$ cat config.mk
export PLATFORM = sky130hd
export DESIGN_NAME = serial_compare_ctrl
export DESIGN_NICKNAME = d
export VERILOG_FILES = /design/src/rtl/serial_compare_ctrl.sv
export SDC_FILE = /design/constraint.sdc
export NUM_CORES = 1
export LEC_CHECK = 0
export ABC_AREA = 1
export CAP_MARGIN = 25
export CORE_MARGIN = 10
export CORE_UTILIZATION = 25
export CTS_CLUSTER_SIZE = 12
export DETAILED_ROUTE_END_ITERATION = 8
export PLACE_DENSITY_LB_ADDON = 0.25
export SYNTH_ARGS = -nofsm -noshare
export SYNTH_HDL_FRONTEND = slang
export SYNTH_SLANG_ARGS = --single-unit
$ cat constraint.sdc
create_clock -name clk -period 1.4 [get_ports clk]
set_input_delay 0.28 -clock clk [delete_from_list [all_inputs] [get_ports clk]]
set_output_delay 0.28 -clock clk [all_outputs]
set_load 0.03 [all_outputs]
$ cat src/rtl/serial_compare_ctrl.sv
// Wide magnitude compare built from one shared external 2-bit comparator slice, MSB pair first.
// Build option SERIAL_COMPARE_EARLY_EXIT_EN: stop on the first unequal pair instead of scanning all pairs.
module serial_compare_ctrl #(
  parameter int WIDTH = 8
) (
  input  logic             clk,
  input  logic             rst_n,
  input  logic             start,
  input  logic [WIDTH-1:0] a_in,
  input  logic [WIDTH-1:0] b_in,
  output logic [1:0]       slice_a,
  output logic [1:0]       slice_b,
  input  logic             slice_gt,
  input  logic             slice_lt,
  input  logic             slice_eq,
  output logic             busy,
  output logic             done,
  output logic             a_greater,
  output logic             a_less,
  output logic             a_equal
);

  localparam int N  = WIDTH / 2;
  localparam int IW = (N > 1) ? $clog2(N) : 1;

  typedef enum logic [1:0] {IDLE, COMPARE, DONE} state_t;

  state_t          state;
  logic [IW-1:0]   idx;
  logic [WIDTH-1:0] a_q, b_q;
  logic            last;

  // Equality is implied by neither gt nor lt, so the slice's eq output carries no extra information.
  logic slice_eq_unused;
  assign slice_eq_unused = slice_eq;

  assign last    = (idx == IW'(0));
  assign busy    = (state == COMPARE);
  assign done    = (state == DONE);
  assign slice_a = (state == COMPARE) ? a_q[{idx, 1'b0} +: 2] : 2'b00;
  assign slice_b = (state == COMPARE) ? b_q[{idx, 1'b0} +: 2] : 2'b00;

`ifndef SERIAL_COMPARE_EARLY_EXIT_EN
  // First unequal pair seen during the full scan; later pairs cannot override it.
  logic dec_vld, dec_gt;
`endif

  always_ff @(posedge clk or negedge rst_n) begin
    if (!rst_n) begin
      state     <= IDLE;
      idx       <= '0;
      a_q       <= '0;
      b_q       <= '0;
      a_greater <= 1'b0;
      a_less    <= 1'b0;
      a_equal   <= 1'b0;
`ifndef SERIAL_COMPARE_EARLY_EXIT_EN
      dec_vld   <= 1'b0;
      dec_gt    <= 1'b0;
`endif
    end else begin
      case (state)
        IDLE: begin
          if (start) begin
            a_q       <= a_in;
            b_q       <= b_in;
            a_greater <= 1'b0;
            a_less    <= 1'b0;
            a_equal   <= 1'b0;
            idx       <= IW'(N - 1);
`ifndef SERIAL_COMPARE_EARLY_EXIT_EN
            dec_vld   <= 1'b0;
            dec_gt    <= 1'b0;
`endif
            state     <= COMPARE;
          end
        end
        COMPARE: begin
`ifdef SERIAL_COMPARE_EARLY_EXIT_EN
          if (slice_gt) begin
            a_greater <= 1'b1;
            state     <= DONE;
          end else if (slice_lt) begin
            a_less    <= 1'b1;
            state     <= DONE;
          end else if (last) begin
            a_equal   <= 1'b1;
            state     <= DONE;
          end else begin
            idx <= idx - IW'(1);
          end
`else
          if (last) begin
            state <= DONE;
            if (dec_vld) begin
              a_greater <= dec_gt;
              a_less    <= !dec_gt;
            end else if (slice_gt) begin
              a_greater <= 1'b1;
            end else if (slice_lt) begin
              a_less    <= 1'b1;
            end else begin
              a_equal   <= 1'b1;
            end
          end else begin
            idx <= idx - IW'(1);
            if (!dec_vld && (slice_gt || slice_lt)) begin
              dec_vld <= 1'b1;
              dec_gt  <= slice_gt;
            end
          end
`endif
        end
        DONE:    state <= IDLE;
        default: state <= IDLE;
      endcase
    end
  end

endmodule

==> impl_metrics.tcl, run 1 <==
set metrics [dict create \
    holdCritPathClass "input port to async pin" \
    combPwrFrac_pct 62.4 \
    grt_pass1_wl_mm 5.368 \
    drtIter0Drc 37 \
    max-cap-violations 0 \
    io_pins 31 \
    failed_checks "negative setup slack" \
    initial_core_util_pct 26.18 \
    nets 234 \
    diodes 0 \
    worstSetupStartpoint "idx[0]$_DFFE_PN0P_" \
    die_area_sq_um 8286 \
    power_density_nw_per_um2 2307 \
    htreeDepth 1 \
    clk_latency_ns 0.27 \
    finalSetupViolations 4 \
    path_cells "buf_6 > nor2_4 > nor2_2 > nand2_1 > a21oi_2 > buf_6" \
    cts_buffer_depth 2 \
    ys_seq_area_share_pct 49.60 \
    path_common_cell "buf_6" \
    rsz0062_at_grt "true" \
    synth.largest_area_cell "dfrtp_1" \
    core-area_sq_um 4817 \
    cpPeakStageDelay_ns 0.42 \
    avgViaCountPerCell 4.036 \
    criticalPathCategory "flip-flop to output port" \
    startpoint_type "flip-flop" \
    report.final.slew_viol_count 0 \
    ant_nets 0 \
    netlist_instances 163 \
    r2r-start "idx[1]$_DFFE_PN0P_" \
    cts_hold_buf 0 \
    die_h_um 91.03 \
    wl_per_cell_um 10.95 \
    hold_viol 0 \
    status "finished, violations left" \
    port-buffer-count 29 \
    cts_buffers 3 \
    placed_cell_area_sq_um 1745 \
    final_util_pct 39.66 \
    p_leak_nw 0.9467 \
    die_w_um 91.03 \
    synthesis.nets 186 \
    ys_types 17 \
    yosysWarnings 0 \
    arrival_ns 1.34 \
    clock_skew_ns 0.004043 \
    overflow 0 \
    crit_path_max_fanout 6 \
    syn_area_sq_um 1261 \
    ir_worst_vdd_v 0.0009814 \
    cp_top_family "flip-flops" \
    final_common_cell "nand2_1" \
    totalWireLength_mm 3.033 \
    hpwl_mm 2.312 \
    p_sw_share_pct 43.13 \
    grt_pass1_vias 1175 \
    worstMarginPinSlew_ns 0.3047 \
    final_cell_mix "nand2_1, dfrtp_1, inv_1, clkdlybuf4s50_1, nor2_1" \
    antenna_found_initial 0 \
    grt_max_degree 26 \
    synthTopCellsByArea "dfrtp_1, nand2_1, inv_1" \
    clk_pin_slew_worst_paths_ns 0.09 \
    root_buffer "clkbuf_8" \
    drive_gt1_share_pct 26.19 \
    grt_use_total_pct 7.738 \
    crit_path_end_kind "output port" \
    place_congestion 0.7503 \
    first_pass_iters 2 \
    ys_ff_latch 25 \
    yosysTopAreaCellShare_pct 49.60 \
    slowest_stage "dfrtp_2" \
    clkPwrFrac_pct 9.8 \
    internal_power_mw 2.507 \
    max_slew_margin_pct 79.77 \
    area_delta_synth_final_pct 51.49 \
    crit_buf_inv 2 \
    p_switching_mw 1.901 \
    finalCritPeriodShare_pct 115.6 \
    cts_sinks 25 \
    tritoncts "built" \
    crit_required_ns 1.12 \
    syn_area_per_cell_sq_um 7.737 \
    route.vias.total 1118 \
    fmax_mhz 617.6 \
    stdcell_area_sq_um 1911 \
    drc 0 \
    pwr-share-seq_pct 27.8 \
    layout_setup_ws_ns -0.2191 \
    row_count 25 \
    min_period_ns 1.619 \
]
-- registers in the layout, indices dropped and copies added (netlist names) --
signal	count
dec_vld	1
a_q	8
a_equal	1
idx	2
b_q	8
a_greater	1
a_less	1
state	2
dec_gt	1
-- synthesized netlist by cell type, drive strengths merged --
library cell,n
o21ai,14
nor2,20
buf,4
nand3,11
dfrtp,25
clkinv,1
a21oi,4
inv,22
nand2,61
ha,1
-- path summary, 6_finish.rpt --
path | end | slack (ns) | depth (start not counted)
worst min-delay path | b_q[0]$_DFFE_PN0P_ | 0.35 | 2
min in group clk | a_less$_DFFE_PN0P_ | 0.47 | 2
worst min register to register | a_less$_DFFE_PN0P_ | 0.47 | 2
max in group asynchronous | idx[0]$_DFFE_PN0P_ | 0.88 | 2
worst max register to register | idx[0]$_DFFE_PN0P_ | 0.11 | 9
worst max-delay path | slice_b[0] | -0.22 | 6
-- power groups by stage --
stage | Combinational [mW] | Clock [mW] | Sequential [mW]
finish | 2.75 | 0.432 | 1.23
global route | 3.08 | 0.489 | 1.28
CTS | 2.53 | 0.450 | 1.20
detailed placement | 2.44 | 0 | 1.22
global placement | 2.42 | 0 | 1.21
floorplan | 1.49 | 0 | 1.27
-- area by class of cell --
cell class              instances  area [sq um]
clock buffers                   4         45.04
multi-input cells             111         576.8
well taps                      67         83.83
inverters                      23         91.34
flip-flops and latches         25         626.9
fillers                       529          2907
repair buffers                 47         486.7
-- through the flow --
stage	setup TNS [ns]	std cells	hold WS [ns]	worst slack [ns]	power (mW)
after detailed placement	0	269	0.4619	0.008435	3.660
after global routing	-1.156	277	0.3646	-0.3077	4.841
final	-0.7926	277	0.3461	-0.2191	4.408
after global placement	0	269	0.4589	0.009227	3.634
after floorplan	0	163	-0.01559	0.04042	2.761
after CTS	-0.8795	274	0.3533	-0.2365	4.182
-- what timing repair did --
| item | CTS | global route |
|---|---|---|
| gates resized for setup | 8 | 21 |
| pin swaps | 3 | 11 |
| setup buffers | 1 | 3 |
| setup endpoints to repair | 8 | 10 |
-- kinds of logic (layout without fill, tap and decap cells) --
group	Yosys count	count (layout)	synth area share (%)
adder cells (fa/ha/maj)	1	1	0.9919
AND/OR/NAND/NOR	92	92	29.86
flip-flops	25	25	49.60
AO/OA/AOI/OAI	18	18	8.929
buffers and inverters	27	74	10.62
-- layer usage --
layer | share of wire [%] | vias to the layer above | global-route usage [%]
met1 | 46 | 509 | 8.978
met5 | 0 | - | 0
li1 | - | 586 | -
met2 | 48 | 18 | 12.95
met3 | 4.2 | 5 | 2.140
met4 | 1.9 | 0 | 3.525
Note: power is estimated with default switching activity, not from simulation.
==> inputs of run 2 (changes only) <==
--- a/config.mk
+++ b/config.mk
@@ -8,7 +8,7 @@
 export ABC_AREA = 1
 export CAP_MARGIN = 25
 export CORE_MARGIN = 10
-export CORE_UTILIZATION = 25
+export CORE_UTILIZATION = 48
 export CTS_CLUSTER_SIZE = 12
 export DETAILED_ROUTE_END_ITERATION = 8
 export PLACE_DENSITY_LB_ADDON = 0.25
==> constraint.sdc (replaced) <==
create_clock -name clk -period 1.7 [get_ports clk]
set_input_delay 0.34 -clock clk [delete_from_list [all_inputs] [get_ports clk]]
set_output_delay 0.34 -clock clk [all_outputs]
set_load 0.03 [all_outputs]
==> run 2 against run 1 <==
Against the previous run: the flow still finishes with violations (negative setup slack); first-iteration DRC count up 140%; worst setup slack better by 0.20 ns; core utilization increased by 26 points; clock-buffer cell count unchanged; critical path depth is the same; sequential power shrank 17%; critical path type unchanged.
==> impl_metrics.tcl, run 2 (same netlist as run 1, synthesis figures left out) <==
set metrics [dict create \
    combPwrFrac_pct 58.2 \
    final_cells 229 \
    report.final.slew_viol_count 0 \
    internal_power_mw 1.640 \
    core-area_sq_um 2500 \
    first_pass_iters 4 \
    wl_per_cell_um 12.34 \
    arrival_ns 1.38 \
    holdCritPathClass "input port to async pin" \
    crit_path_max_fanout 5 \
    startpoint_type "flip-flop" \
    r2r-start "state[1]$_DFFE_PN0P_" \
    hpwl_mm 2.173 \
    power_density_nw_per_um2 1874 \
    final_common_cell "nand2_1" \
    r2r_slack_ns 0.28 \
    whs_ns 0.3565 \
    hold_viol 0 \
    clk_pin_slew_worst_paths_ns 0.13 \
    grt_pass1_wl_mm 4.816 \
    finalCritPeriodShare_pct 101.1 \
    rr_endpoint "a_q[0]$_DFFE_PN0P_" \
    status "finished, violations left" \
    grt_use_total_pct 11.23 \
    clk_latency_ns 0.31 \
    die_h_um 71.26 \
    reg.largest.list "a_q x8, b_q x8" \
    p_total_mw 3.062 \
    drtIter0Drc 87 \
    drc 0 \
    ant_nets 0 \
    crit_required_ns 1.36 \
    p_switching_mw 1.422 \
    row_count 18 \
    area_delta_synth_final_pct 29.56 \
    failed_checks "negative setup slack" \
    drive_gt1_share_pct 16.58 \
    cts_sinks 25 \
    root_buffer "clkbuf_4" \
    layout_setup_ws_ns -0.01873 \
    worstMarginPinSlew_ns 0.3138 \
    clkPwrFrac_pct 8.4 \
    place_congestion 0.7762 \
    io_pins 31 \
    htreeDepth 1 \
    finalSetupViolations 4 \
    grt_max_degree 30 \
    route.vias.total 1107 \
    port-buffer-count 29 \
    tritoncts "built" \
    totalWireLength_mm 2.826 \
    max_slew_margin_pct 79.08 \
    overflow 0 \
    criticalPathCategory "flip-flop to output port" \
    antenna_found_initial 0 \
    grt_pass1_vias 1080 \
    max-cap-violations 0 \
    nets 223 \
    clock_skew_ns 0.01035 \
    rr_worst_depth 7 \
    place_inst 222 \
    initial_core_util_pct 50.45 \
    p_sw_share_pct 46.45 \
    final_cell_mix "nand2_1, dfrtp_1, inv_1" \
    ir_worst_vdd_v 0.001239 \
    p_leak_nw 0.8593 \
    cts_buffer_depth 2 \
    pwr-share-seq_pct 33.4 \
    fmax_mhz 581.8 \
    die_w_um 71.26 \
    min_period_ns 1.719 \
    rsz0062_at_grt "true" \
    cts_buffers 3 \
    die_area_sq_um 5078 \
    avgViaCountPerCell 4.834 \
    crit_path_end_kind "output port" \
    diodes 0 \
]
run 2: cell types whose count changed in the layout (fill, tap and decap cells not counted), sizes merged:
| cell | change |
|---|---|
| buf | -13 |
| clkbuf | +2 |
| clkinv | +1 |
| inv | -1 |
run 2: through the flow:
stage	util [%]	worst slack (ns)	TNS, ns	area, sq um
detailed placement	62.56	0.09904	0	1564
finish	65.37	-0.01873	-0.06144	1634
CTS	64.46	-0.03319	-0.06921	1612
floorplan	-	0.1359	0	1261
global route	65.37	-0.1398	-0.5056	1634
global placement	62.56	0.1096	0	1564
run 2: power groups by stage:
stage	Clock, mW	Sequential [mW]	Combinational (mW)
6_report	0.257	1.02	1.78
5_1_grt	0.291	1.06	1.99
4_1_cts	0.267	1.02	1.74
3_5_place_dp	0	1.04	1.69
3_3_place_gp	0	1.02	1.63
2_1_floorplan	0	1.05	1.17
run 2: layout make-up:
cell class,count,area (sq um)
multi-input cells,111,524.3
fillers,219,865.8
well taps,30,37.54
clock buffers,4,26.28
repair buffers,36,330.3
flip-flops and latches,25,625.6
inverters,23,90.09
run 2: timing repair:
item | CTS | global route
gates resized for setup | 12 | 8
hold endpoints to repair | 0 | 0
buffers inserted | 1 | 2
hold buffers | 0 | 0
pin swaps | 1 | 6
endpoints found under the setup margin | 9 | 6
run 2: metal layers:
layer  up-vias  wire [um]  global-route usage [%]
met5         -          0                       0
met4         0         24                   1.935
met3         4        211                   4.545
met2        34       1381                   18.63
met1       499       1209                   13.48
li1        570          -                       -
run 2: critical path, stage by stage (launching register included):
cell and delay, ns:
dfrtp_1 0.42, buf_6 0.14, nor2_2 0.04, nor2_1 0.09, nand2_1 0.06, a21oi_1 0.14, buf_4 0.18
run 2: worst max path at each step:
stage                         startpoint         end  slack (ns)  cells past startpoint
floorplan             idx[0]$_DFFE_PN0P_  slice_b[0]        0.14                      5
global placement    state[1]$_DFFE_PN0P_        done        0.11                      3
detailed placement  state[0]$_DFFE_PN0P_        busy         0.1                      3
CTS                   idx[0]$_DFFE_PN0P_  slice_a[0]       -0.03                      5
global route          idx[0]$_DFFE_PN0P_  slice_b[0]       -0.14                      6
finish                idx[0]$_DFFE_PN0P_  slice_b[1]       -0.02                      6
